==> config.mk <==
export PLATFORM = sky130hd
export DESIGN_NAME = vdma_rd_frame_sched
export DESIGN_NICKNAME = d
export VERILOG_FILES = /design/src/rtl/vdma_rd_frame_sched.sv
export SDC_FILE = /design/constraint.sdc
export NUM_CORES = 1
export LEC_CHECK = 0
export ABC_CLOCK_PERIOD_IN_PS = 2200
export CAP_MARGIN = 0
export CORE_MARGIN = 1
export CORE_UTILIZATION = 55
export CTS_BUF_LIST = sky130_fd_sc_hd__clkbuf_8
export CTS_CLUSTER_DIAMETER = 100
export CTS_CLUSTER_SIZE = 8
export DETAILED_ROUTE_END_ITERATION = 10
export DONT_BUFFER_PORTS = 1
export GPL_TIMING_DRIVEN = 1
export PLACE_DENSITY = 0.74
export REMOVE_ABC_BUFFERS = 1
export SYNTH_ARGS = -nofsm -noshare
export SYNTH_HDL_FRONTEND = slang
export SYNTH_SLANG_ARGS = --single-unit
==> constraint.sdc <==
create_clock -name clock -period 2.2 [get_ports clock]
set_input_delay 0.44 -clock clock [delete_from_list [all_inputs] [get_ports clock]]
set_output_delay 0.44 -clock clock [all_outputs]
set_load 0.01 [all_outputs]
==> src/rtl/vdma_rd_frame_sched.sv <==
// Read-side frame scheduler: selects the next frame buffer, handshakes it to the read DMA,
// and holds the output sync generator off until the output FIFO has been primed.
module vdma_rd_frame_sched #(
  parameter int NBUF      = 3,
  parameter int BUF_W     = 2,
  parameter int PRIME_CYC = 16
) (
  input  logic             clock,
  input  logic             rst_n,
  input  logic             enable,
  input  logic             wr_frame_done,
  input  logic [BUF_W-1:0] wr_buf_idx,
  output logic             rd_req,
  output logic [BUF_W-1:0] rd_buf_idx,
  input  logic             rd_ack,
  input  logic             fifo_empty,
  input  logic             rd_en,
  input  logic             falign,
  input  logic             ealign,
  output logic             enable_inner_sync,
  output logic             busy,
  output logic             underflow,
  output logic [15:0]      underflow_cnt,
  output logic [15:0]      repeat_cnt,
  output logic [15:0]      frame_cnt
);

  // state | meaning
  // IDLE  | stopped, waiting for enable and a completed frame
  // REQ   | first frame of the run requested, waiting for the DMA ack
  // PRIME | counting consecutive non-empty FIFO cycles
  // RUN   | sync running, a new frame requested at every ealign
  // DRAIN | finishing the current frame before returning to IDLE
  typedef enum logic [2:0] {IDLE, REQ, PRIME, RUN, DRAIN} state_t;

  localparam logic [BUF_W:0] NBUF_V     = (BUF_W+1)'(NBUF);
  localparam logic [7:0]     PRIME_LAST = 8'(PRIME_CYC - 1);

  state_t           state, state_nxt;
  logic             have_new;
  logic [BUF_W-1:0] last_done;
  logic [7:0]       prime_cnt;
  logic             defer;
  logic             drain_fast;
  logic             ealign_seen;
  logic             wr_valid;
  logic             launch;
  logic [BUF_W-1:0] sel_idx;
  logic             sel_repeat;

  assign wr_valid   = wr_frame_done && ({1'b0, wr_buf_idx} < NBUF_V);
  assign sel_idx    = wr_valid ? wr_buf_idx : (have_new ? last_done : rd_buf_idx);
  assign sel_repeat = !wr_valid && !have_new;

  assign busy              = (state != IDLE);
  assign enable_inner_sync = (state == RUN) || (state == DRAIN && !drain_fast && !ealign_seen);

  always_ff @(posedge clock or negedge rst_n) begin
    if (!rst_n) state <= IDLE;
    else        state <= state_nxt;
  end

  always_comb begin
    state_nxt = state;
    launch    = 1'b0;
    case (state)
      IDLE: begin
        if (enable && have_new) begin
          state_nxt = REQ;
          launch    = 1'b1;
        end
      end
      REQ: if (rd_ack) state_nxt = PRIME;
      PRIME: begin
        if (!enable) state_nxt = DRAIN;
        else if (!fifo_empty && prime_cnt == PRIME_LAST) state_nxt = RUN;
      end
      RUN: begin
        if (!enable) state_nxt = DRAIN;
        else if ((ealign || defer) && !rd_req) launch = 1'b1;
      end
      DRAIN: if ((drain_fast || ealign_seen || ealign) && !rd_req) state_nxt = IDLE;
      default: state_nxt = IDLE;
    endcase
  end

  always_ff @(posedge clock or negedge rst_n) begin
    if (!rst_n) begin
      have_new      <= 1'b0;
      last_done     <= '0;
      rd_req        <= 1'b0;
      rd_buf_idx    <= '0;
      prime_cnt     <= '0;
      defer         <= 1'b0;
      drain_fast    <= 1'b0;
      ealign_seen   <= 1'b0;
      underflow     <= 1'b0;
      underflow_cnt <= '0;
      repeat_cnt    <= '0;
      frame_cnt     <= '0;
    end else begin
      if (wr_valid) last_done <= wr_buf_idx;
      // a same-cycle write is always the one consumed by the bypass
      if (launch)        have_new <= 1'b0;
      else if (wr_valid) have_new <= 1'b1;

      if (launch) begin
        rd_req     <= 1'b1;
        rd_buf_idx <= sel_idx;
        if (sel_repeat && repeat_cnt != 16'hFFFF) repeat_cnt <= repeat_cnt + 16'd1;
      end else if (rd_req && rd_ack) begin
        rd_req <= 1'b0;
      end

      if (state == REQ)        prime_cnt <= '0;
      else if (state == PRIME) prime_cnt <= fifo_empty ? 8'd0 : prime_cnt + 8'd1;

      defer       <= (state_nxt == RUN) && !launch && (defer || (ealign && rd_req));
      drain_fast  <= (state_nxt == DRAIN) && ((state == PRIME) || drain_fast);
      ealign_seen <= (state_nxt == DRAIN) && (state == DRAIN) && (ealign_seen || ealign);

      if (state == RUN && falign) frame_cnt <= frame_cnt + 16'd1;

      if (rd_en && fifo_empty) begin
        underflow <= 1'b1;
        if (underflow_cnt != 16'hFFFF) underflow_cnt <= underflow_cnt + 16'd1;
      end else if (state == IDLE && state_nxt == REQ) begin
        underflow <= 1'b0;
      end
    end
  end

endmodule

# ---- After elaboration in Yosys (flattened, before gate mapping)
# Index checks and enable logic that the tools add are counted.
dict set report classes {
  n_addsub 4
  mux 22
  n_bitwise 0
  n_reduce_logical 43
  mul 0
  n_shift 0
  div_mod_pow 0
  n_lt_le_gt_ge 1
  n_eq_ne 10
}
# cell count
set ops {}
lappend ops {{$add 16x1->16 const B} 3}
lappend ops {{$ne 16x16->1 const B} 2}
lappend ops {{$mux 8} 3}
lappend ops {{$logic_and 1x1->1} 19}
lappend ops {{$mux 3} 6}
lappend ops {{$pmux 3 s5} 1}
lappend ops {{$reduce_bool 2->1} 5}
lappend ops {{$eq 3x2->1 const B} 3}
lappend ops {{$mux 1} 9}
lappend ops {{$add 8x1->8 const B} 1}
lappend ops {{$eq 8x4->1 const B} 1}
lappend ops {{$logic_not 1->1} 7}
lappend ops {{$logic_or 1x1->1} 7}
lappend ops {{$eq 3x1->1 const B} 2}
lappend ops {{$eq 3x3->1 const B} 2}
lappend ops {{$reduce_and 2->1} 3}
lappend ops {{$mux 2} 2}
lappend ops {{$logic_not 3->1} 1}
lappend ops {{$reduce_bool 3->1} 1}
lappend ops {{$lt 2x2->1 const B} 1}
lappend ops {{$pmux 1 s2} 1}
dict set report totals {
  in_bits 11
  romBits 0
  word_cells 93
  mem_bits_rw 0
  register_bits 69
  mem_count 0
  latchBits 0
}

# ---- Depth between registers and ports, before layout
# Gate-level depths: netlist of the first run.
dict set report depth {
  depth_word 9
  ltp_mapped 7
  ltp_nobuf 6
}

# ---- Worst setup path after synthesis of the first run
# Ideal clock, no wire load.
dict set report synth_timing {
  kind {register to register}
  startpoint {register state[2]}
  endpoint {register repeat_cnt[7]}
  synth_period_minus_slack_ns 1.932
  t_arrival_ns 1.852
  path_stages_with_launch 7
  setup_slack_ns 0.268
  path_cell_list {dfrtp_1 nand2b_4 or3_4 or4_1 buf_6 nor3_1 xor2_1}
}
dict set report synth_between {
  elab_chain_len 3
  elab_cells_between_ends 4
}
# element line_no
set synth_rtl {}
lappend synth_rtl {{start, declared} 39} ;# state_t state, state_nxt;
lappend synth_rtl {{start signal, assigned} 60} ;# else state <= state_nxt;
lappend synth_rtl {{$eq 3x2->1 or $logic_not 3->1 (tied branches)} 66} ;# case (state)
lappend synth_rtl {{$pmux 1 s2 *} 66}
lappend synth_rtl {{$reduce_and 2->1 (no source line) *} --}
lappend synth_rtl {{end signal, assigned} 110} ;# if (sel_repeat && repeat_cnt != 16'hFFFF) repeat_cnt <= repeat_cnt + 16'd1;
lappend synth_rtl {{end, declared} 24} ;# output logic [15:0] repeat_cnt,
# Mark *: on every way between the ends. The rest lies on a longest branch, timed or not.
# A chain may end at the register's enable or synchronous reset.

# ---- Final worst setup path of the first run
dict set report layout_timing {
  startpoint {register state[1]}
  endpoint {output port enable_inner_sync}
}
dict set report layout_between {
  elab_chain_len 4
  elab_cells_between_ends 5
}
# element line_no
set layout_rtl {}
lappend layout_rtl {{$eq 3x3->1} 56} ;# assign enable_inner_sync = (state == RUN) || (state == DRAIN && !drain_fast && !ealign_seen);
lappend layout_rtl {{$logic_and 1x1->1 (2 in series)} 56}
lappend layout_rtl {{$logic_or 1x1->1 *} 56}
lappend layout_rtl {{end, declared} 20} ;# output logic enable_inner_sync,
# Marked as above.

==> summary.txt, run 1 <==
Setup path
  – Worst setup path start: state[1]
  – Setup crit start kind: flop
  – Worst Path Class, Setup: flop to output pin
  – Cells along the critical path: buf_4 -> nor2_2 -> nand2_1 -> o31ai_1 -> buf_4
  – Data arrival time of the worst path: 1.66 ns
  – Most common cell on crit path: buf_4
  – Worst flop-to-flop path startpoint: state[2]
  – Maximum fanout along the worst path: 12
  – Critical path's largest stage delay: 0.49 ns
  – WP data required: 1.76 ns
  – Element type at the critical path end: output pin
  – Cell type of the slowest stage on the worst timing path: dfrtp_2

Timing
  – Final setup viols: 0
  – Minimum setup slack in the final design: 0.103 ns
  – Maximum clock rate: 0.477 GHz
  – Skew final: 0.00879 ns
  – RSZ-0062 raised after global routing: false
  – Slew HR: 68.6%
  – Shortest period the worst path allows: 2.10 ns
  – Fraction of the cycle the final worst path needs: 95.3%
  – Pins Over Slew Limit: 0
  – Final Hold Fails: 0
  – Least-Margin Pin Slew: 0.467 ns
  – TNS Setup: 0 ns

Synthesis
  – Cell variety after synth: 44
  – Number of warnings reported in the yosys synthesis log: 0
  – Number of instances in the synthesized netlist: 314
  – Post-synth EDFFs: 0
  – Synthesized-area fraction occupied by ao, oa, aoi and oai cells: 6.42%
  – Cell type with the highest aggregate area in the netlist: dfrtp_1
  – Commonest register cell after synthesis: dfrtp_1
  – Sequential fraction of the synthesis area: 53.0%
  – Fraction of synthesized cell area taken by the top area cell type: 53.0%
  – Adder-Cell Fraction of Synth Area: 1.54%
  – Synth Register Bits: 69
  – Area of the mapped netlist: 3260 µm²
  – Combinational family with the most area after synthesis: simple AND/OR/NAND/NOR gates
  – Mean area per synthesized cell: 10.4 µm²
  – Proportion of synthesized area in mux cells: 1.38%
  – XOR/XNOR Fraction of Synth Area: 12.1%
  – Post-synthesis simple-gate area fraction: 23.8%
  – Share of flip-flops with an asynchronous set or reset after synthesis: 100%
  – Synth area leaders: dfrtp_1, xnor2_1, xor2_1

Hold path
  – Type of the most critical hold path: primary input to flop
  – HP Start: rd_ack

Layout
  – Proportion of layout cells with a drive suffix above 1: 12.2%
  – Most frequent cells in the layout: dfrtp_1, nand2_1, nor2_1, xnor2_1, xor2_1
  – Layout Cell Area excl Fill: 3620 µm²
  – Number of antenna repair diodes: 0
  – Number of filler instances in the final layout: 453
  – Nets: 348
  – Final Non-Filler Cells: 407
  – Growth of design area from synthesis to finish: 11.1%
  – Most common cell after layout, fill and taps aside: dfrtp_1

Pwr
  – Power after layout: 0.00325 W
  – Internal Dissipation: 0.00222 W
  – Part of the power in the clock network: 28.1%
  – Cell area power density: 900 nW/µm²
  – Share of total power in sequential cells: 52.3%
  – Worst IR Drop VDD: 0.000489 V
  – Total net switching power: 0.00103 W
  – Fraction of power spent switching nets: 31.8%
  – Relative contribution of combinational cells to total power: 19.6%
  – Leakage power of the design: 1.69 nW

Clock tree
  – Number of clock sinks: 69
  – Maximum buffer depth of the clock tree: 2
  – H-tree level count: 3
  – Number of clock buffers inserted by TritonCTS: 9
  – Clock latency of the later-clocked register in the worst-skew pair: 0.34 ns
  – Clock tree from TritonCTS: yes
  – Master cell of the clock root buffer: clkbuf_8
  – Clock-pin slew on the worst setup and hold paths: 0.07 ns

Floorplan
  – Effective utilization at floorplan: 58.1%
  – Height of the chip: 78.9 µm
  – Count of boundary I/O pins: 65
  – Die width: 78.9 µm
  – # rows: 27
  – Area of the core region: 5610 µm²
  – Die Outline Area: 6230 µm²

Placement
  – # port buffers: 0
  – Worst-case setup slack after placement: 0.0993 ns
  – Post-DP Area: 3400 µm²
  – Final weighted congestion of routability-driven global placement: 0.765
  – Detailed placement HPWL: 4420 µm
  – Dpl cells: 392

Detailed routing
  – 1st-iter DRT viols: 70
  – DRC violation count after routing: 0
  – Wire per inst: 15.4 µm
  – Post-detailed-route via-to-cell ratio: 5.75
  – Final routed wirelength across all metal layers: 6260 µm
  – Via count of the routed design: 2339
  – First-pass detailed-route iteration total: 4
  – Final antenna-violating net count: 0

Run status
  – Outcome: completed

Job
  – Number of max-cap violations: 0

Global routing
  – Maximum number of pins on one net before global-route repair: 70
  – Number of global-route vias before repair: 2265
  – Global route total overflow: 0
  – Number of antenna violations at the first check in global routing: 0
  – Global-route wire length before repair: 10400 µm
  – GRT Overall Usage: 21.8%
power by group through the flow:
stage / Clock (W) / Sequential [W] / Combinational [W]
finish: 0.000914 / 0.00170 / 0.000639
global route: 0.000994 / 0.00174 / 0.000726
CTS: 0.000944 / 0.00170 / 0.000644
detailed placement: 0 / 0.00172 / 0.000610
global placement: 0 / 0.00171 / 0.000590
floorplan: 0 / 0.00169 / 0.000424
flip-flops by register name, summed over array words and instances (netlist names):
signal	flops
underflow	1
prime_cnt	8
have_new	1
defer	1
rd_buf_idx	2
repeat_cnt	16
last_done	2
state	3
ealign_seen	1
frame_cnt	16
drain_fast	1
underflow_cnt	16
rd_req	1
synth_stat cells (all sizes together), types with 2 or more instances:
cell type   n
nor4        6
clkbuf      4
xnor2      26
nand2b      2
nand4      10
xor2       19
a21oi       3
dfrtp      69
a31oi       2
nor2       29
and3       11
nand3b      2
and2        4
o211ai      2
nand2      38
nor4b       2
and4        2
or3         2
nand3      17
nor3b       2
nor3       11
mux2        4
nor2b       2
inv         8
a21o        2
o21ai      18
ha          4
a22o        2
worst max-delay path: cells and delay by family, from the launching register on:
family | cells | cell delay, ns
DFF | 1 | 0.49
buffers and inverters | 2 | 0.36
AOI/OAI and AO/OA | 1 | 0.24
and+or+nand+nor | 2 | 0.23
cell families (layout without fill, tap and decap cells):
logic type,count (synthesis),count (layout)
xor+xnor,45,45
compound gates,34,34
simple gates,145,145
mux,4,4
fa+ha+maj,4,4
flops,69,69
buf+inv,13,34
path summary, 6_finish.rpt:
kind                                          end  slack [ns]  cells past startpoint
worst max-delay path            enable_inner_sync        0.10                      5
worst min-delay path                       rd_req        0.20                      1
worst max register to register     repeat_cnt[10]        0.15                      5
worst min register to register       prime_cnt[0]        0.49                      1
max in group asynchronous                state[0]        1.27                      2
min in group asynchronous        underflow_cnt[7]        0.62                      2
area by class of cell:
cell class,count,area [µm²],share of cell area (%)
inverters,8,30.0,0.830
flip-flops and latches,69,1730,47.8
repair buffers,13,120,3.32
multi-input cells,232,1480,40.8
clock inverters,1,7.51,0.208
clock buffers,12,165,4.57
well taps,72,90.1,2.49
layer usage:
layer  part of all wire [%]  vias to the layer above  global-route usage, %
met5                      0                        -                      0
met4                    1.5                        0                   8.00
met3                    8.2                        9                   11.0
met2                     45                       65                   34.0
met1                     45                     1132                   25.9
li1                       -                     1133                      -
repair_timing:
action / CTS / global route
resized for setup: 1 / 2
setup buffers: 0 / 0
endpoints found under the setup margin: 1 / 8
hold endpoints to repair: 69 / 0
hold buffers: 2 / 0
stage by stage:
stage | hold slack, ns | util [%]
6_report | 0.197 | 64.5
3_3_place_gp | 0.146 | 60.7
4_1_cts | 0.183 | 64.4
3_5_place_dp | 0.146 | 60.7
2_1_floorplan | 0.144 | -
5_1_grt | 0.182 | 64.5
Power figures use the tool's default switching activity.
==> inputs of run 2 (changes only) <==
- CELL_PAD_IN_SITES_DETAIL_PLACEMENT: default -> 1
- CELL_PAD_IN_SITES_GLOBAL_PLACEMENT: default -> 2
- CORE_UTILIZATION: 55 -> 41
- PLACE_DENSITY: 0.74 -> 0.85
==> summary.txt, run 2 (synthesis results as in run 1) <==
Floorplan
  – # rows: 32 (was 27)
  – Die Outline Area: 8300 µm² (was 6230 µm²)
  – Area of the core region: 7690 µm² (was 5610 µm²)
  – Height of the chip: 91.1 µm (was 78.9 µm)
  – Count of boundary I/O pins: 65 (unchanged)
  – Effective utilization at floorplan: 42.4% (was 58.1%)
  – Die width: 91.1 µm (was 78.9 µm)

Detailed routing
  – First-pass detailed-route iteration total: 4 (unchanged)
  – Final routed wirelength across all metal layers: 7130 µm (was 6260 µm)
  – Post-detailed-route via-to-cell ratio: 5.40 (was 5.75)
  – Final antenna-violating net count: 0 (unchanged)
  – Wire per inst: 16.1 µm (was 15.4 µm)
  – DRC violation count after routing: 0 (unchanged)
  – 1st-iter DRT viols: 122 (was 70)
  – Via count of the routed design: 2391 (was 2339)

Clock tree
  – Clock-pin slew on the worst setup and hold paths: 0.06 ns (was 0.07 ns)
  – Maximum buffer depth of the clock tree: 2 (unchanged)
  – H-tree level count: 3 (unchanged)
  – Clock latency of the later-clocked register in the worst-skew pair: 0.34 ns (about the same)
  – Clock tree from TritonCTS: yes (unchanged)
  – Number of buffers inserted by post-CTS setup repair: 0 (unchanged)
  – Master cell of the clock root buffer: clkbuf_8 (unchanged)
  – Number of clock buffers inserted by TritonCTS: 9 (unchanged)
  – Number of clock sinks: 69 (unchanged)

Pwr
  – Share of total power in sequential cells: 45.8% (was 52.3%)
  – Leakage power of the design: 1.75 nW (was 1.69 nW)
  – Cell area power density: 982 nW/µm² (was 900 nW/µm²)
  – Worst IR Drop VDD: 0.000430 V (was 0.000489 V)
  – Relative contribution of combinational cells to total power: 18.8% (was 19.6%)
  – Internal Dissipation: 0.00257 W (was 0.00222 W)
  – Total net switching power: 0.00113 W (was 0.00103 W)
  – Fraction of power spent switching nets: 30.5% (was 31.8%)
  – Part of the power in the clock network: 35.4% (was 28.1%)

Global routing
  – Maximum number of pins on one net before global-route repair: 70 (unchanged)
  – Global route total overflow: 0 (unchanged)
  – Met3 usage: 5.11% (was 11.0%)
  – Number of global-route vias before repair: 2489 (was 2265)
  – Global-route wire length before repair: 12200 µm (was 10400 µm)
  – Global-route met1 utilization: 24.2% (was 25.9%)
  – Fraction of met2 tracks used by global routing: 29.2% (was 34.0%)
  – Number of antenna violations at the first check in global routing: 0 (unchanged)
  – GR peak layer: met2 (unchanged)
  – GRT Overall Usage: 18.6% (was 21.8%)

Setup path
  – Worst Path Class, Setup: flop to output pin (unchanged)
  – Category of cells accounting for the largest share of critical-path delay: flip-flops (unchanged)
  – Most common cell on crit path: buf_4 (unchanged)
  – Maximum fanout along the worst path: 11 (was 12)
  – Cells along the critical path: buf_4 -> nor2_2 -> nand2_1 -> o31ai_1 -> buf_4 (unchanged)
  – Cell type of the slowest stage on the worst timing path: dfrtp_2 (unchanged)
  – Data arrival time of the worst path: 1.68 ns (was 1.66 ns)
  – Setup crit start kind: flop (unchanged)
  – Critical path's largest stage delay: 0.48 ns (was 0.49 ns)
  – Worst setup path start: state[1] (unchanged)
  – WP data required: 1.76 ns (about the same)
  – Element type at the critical path end: output pin (unchanged)
  – CP Buf/Inv Count: 2 (unchanged)
  – Worst flop-to-flop path startpoint: state[2] (unchanged)

Layout
  – Share of the core filled with cells in the final layout: 49.0% (was 64.5%)
  – Footprint of the flip-flops and latches: 1730 µm² (about the same)
  – Nets: 351 (was 348)
  – Number of filler instances in the final layout: 871 (was 453)
  – Most frequent cells in the layout: dfrtp_1, nand2_1, nor2_1, xnor2_1, xor2_1 (unchanged)
  – Most common cell after layout, fill and taps aside: dfrtp_1 (unchanged)
  – Leading registers by flop count: frame_cnt x16, repeat_cnt x16, underflow_cnt x16 (unchanged)
  – Multi-input gate area in the final layout: 1480 µm² (about the same)
  – Number of antenna repair diodes: 0 (unchanged)
  – Growth of design area from synthesis to finish: 15.6% (was 11.1%)
  – Proportion of layout cells with a drive suffix above 1: 13.8% (was 12.2%)

Placement
  – Worst-case setup slack after placement: 0.0846 ns (was 0.0993 ns)
  – # port buffers: 0 (unchanged)
  – Final weighted congestion of routability-driven global placement: 0.776 (was 0.765)
  – Detailed placement HPWL: 5050 µm (was 4420 µm)

Timing
  – Fraction of the cycle the final worst path needs: 96.2% (was 95.3%)
  – Maximum clock rate: 0.473 GHz (was 0.477 GHz)
  – Skew final: 0.0189 ns (was 0.00879 ns)
  – Final Hold Fails: 0 (unchanged)
  – Least-Margin Pin Slew: 0.518 ns (was 0.467 ns)
  – Shortest period the worst path allows: 2.12 ns (was 2.10 ns)
  – Minimum setup slack in the final design: 0.0842 ns (was 0.103 ns)
  – Worst hold margin: 0.221 ns (was 0.197 ns)
  – TNS Setup: 0 ns (unchanged)
  – Final setup viols: 0 (unchanged)
  – Pins Over Slew Limit: 0 (unchanged)
  – RSZ-0062 raised after global routing: false (unchanged)
  – Slew HR: 65.3% (was 68.6%)

Hold path
  – Type of the most critical hold path: primary input to flop (unchanged)
  – HP Start: rd_ack (unchanged)

Job
  – Number of max-cap violations: 0 (unchanged)

Run status
  – Outcome: completed (unchanged)
[run 2: changes by cell type in the layout (fill, tap and decap cells not counted)]
cell	previous run	this run
clkbuf_8	12	11
dfrtp_2	2	1
or4_4	0	1
buf_4	11	14
clkinv_4	0	1
dfrtp_1	67	68
bufinv_16	0	3
or4_1	1	0
[run 2: cell type report]
cell class / instances / share of cell area [%]
clock inverters: 5 / 2.82
well taps: 102 / 3.39
repair buffers: 16 / 3.79
multi-input cells: 232 / 39.3
clock buffers: 11 / 4.02
inverters: 8 / 0.798
flip-flops and latches: 69 / 45.9
[run 2: layer usage]
layer	part of all wire, %	wire length [µm]
met2	46	3300
met5	0	0
met1	47	3370
met4	1.3	95
met3	5.1	363
[run 2: final timing paths]
| kind | to | slack, ns | cells after the start |
|---|---|---|---|
| hold reg to reg | prime_cnt[0] | 0.50 | 1 |
| max in group asynchronous | prime_cnt[1] | 1.26 | 2 |
| setup / recovery | enable_inner_sync | 0.08 | 5 |
| min in group asynchronous | underflow_cnt[5] | 0.64 | 2 |
| hold / removal | rd_req | 0.22 | 1 |
| setup reg to reg | defer | 0.18 | 6 |
[run 2: power groups by stage]
stage          Clock [W]  Sequential (W)  Combinational [W]
3_5_place_dp           0         0.00172           0.000664
3_3_place_gp           0         0.00171           0.000646
6_report         0.00131         0.00169           0.000695
5_1_grt          0.00138         0.00172           0.000795
4_1_cts          0.00134         0.00170           0.000708
2_1_floorplan          0         0.00169           0.000424
[run 2: through the flow]
step	instance area, µm²	total power [W]	instances
final	3760	0.00370	443
after global routing	3760	0.00390	443
after CTS	3760	0.00374	443
after detailed placement	3460	0.00238	425
after global placement	3460	0.00235	425
after floorplan	3230	0.00211	309
[run 2: repair_timing]
action / in CTS / in global routing
cloned: 0 / 0
endpoints found under the setup margin: 1 / 5
hold endpoints to repair: 69 / 0
hold buffers: 2 / 0
resized for setup: 1 / 2
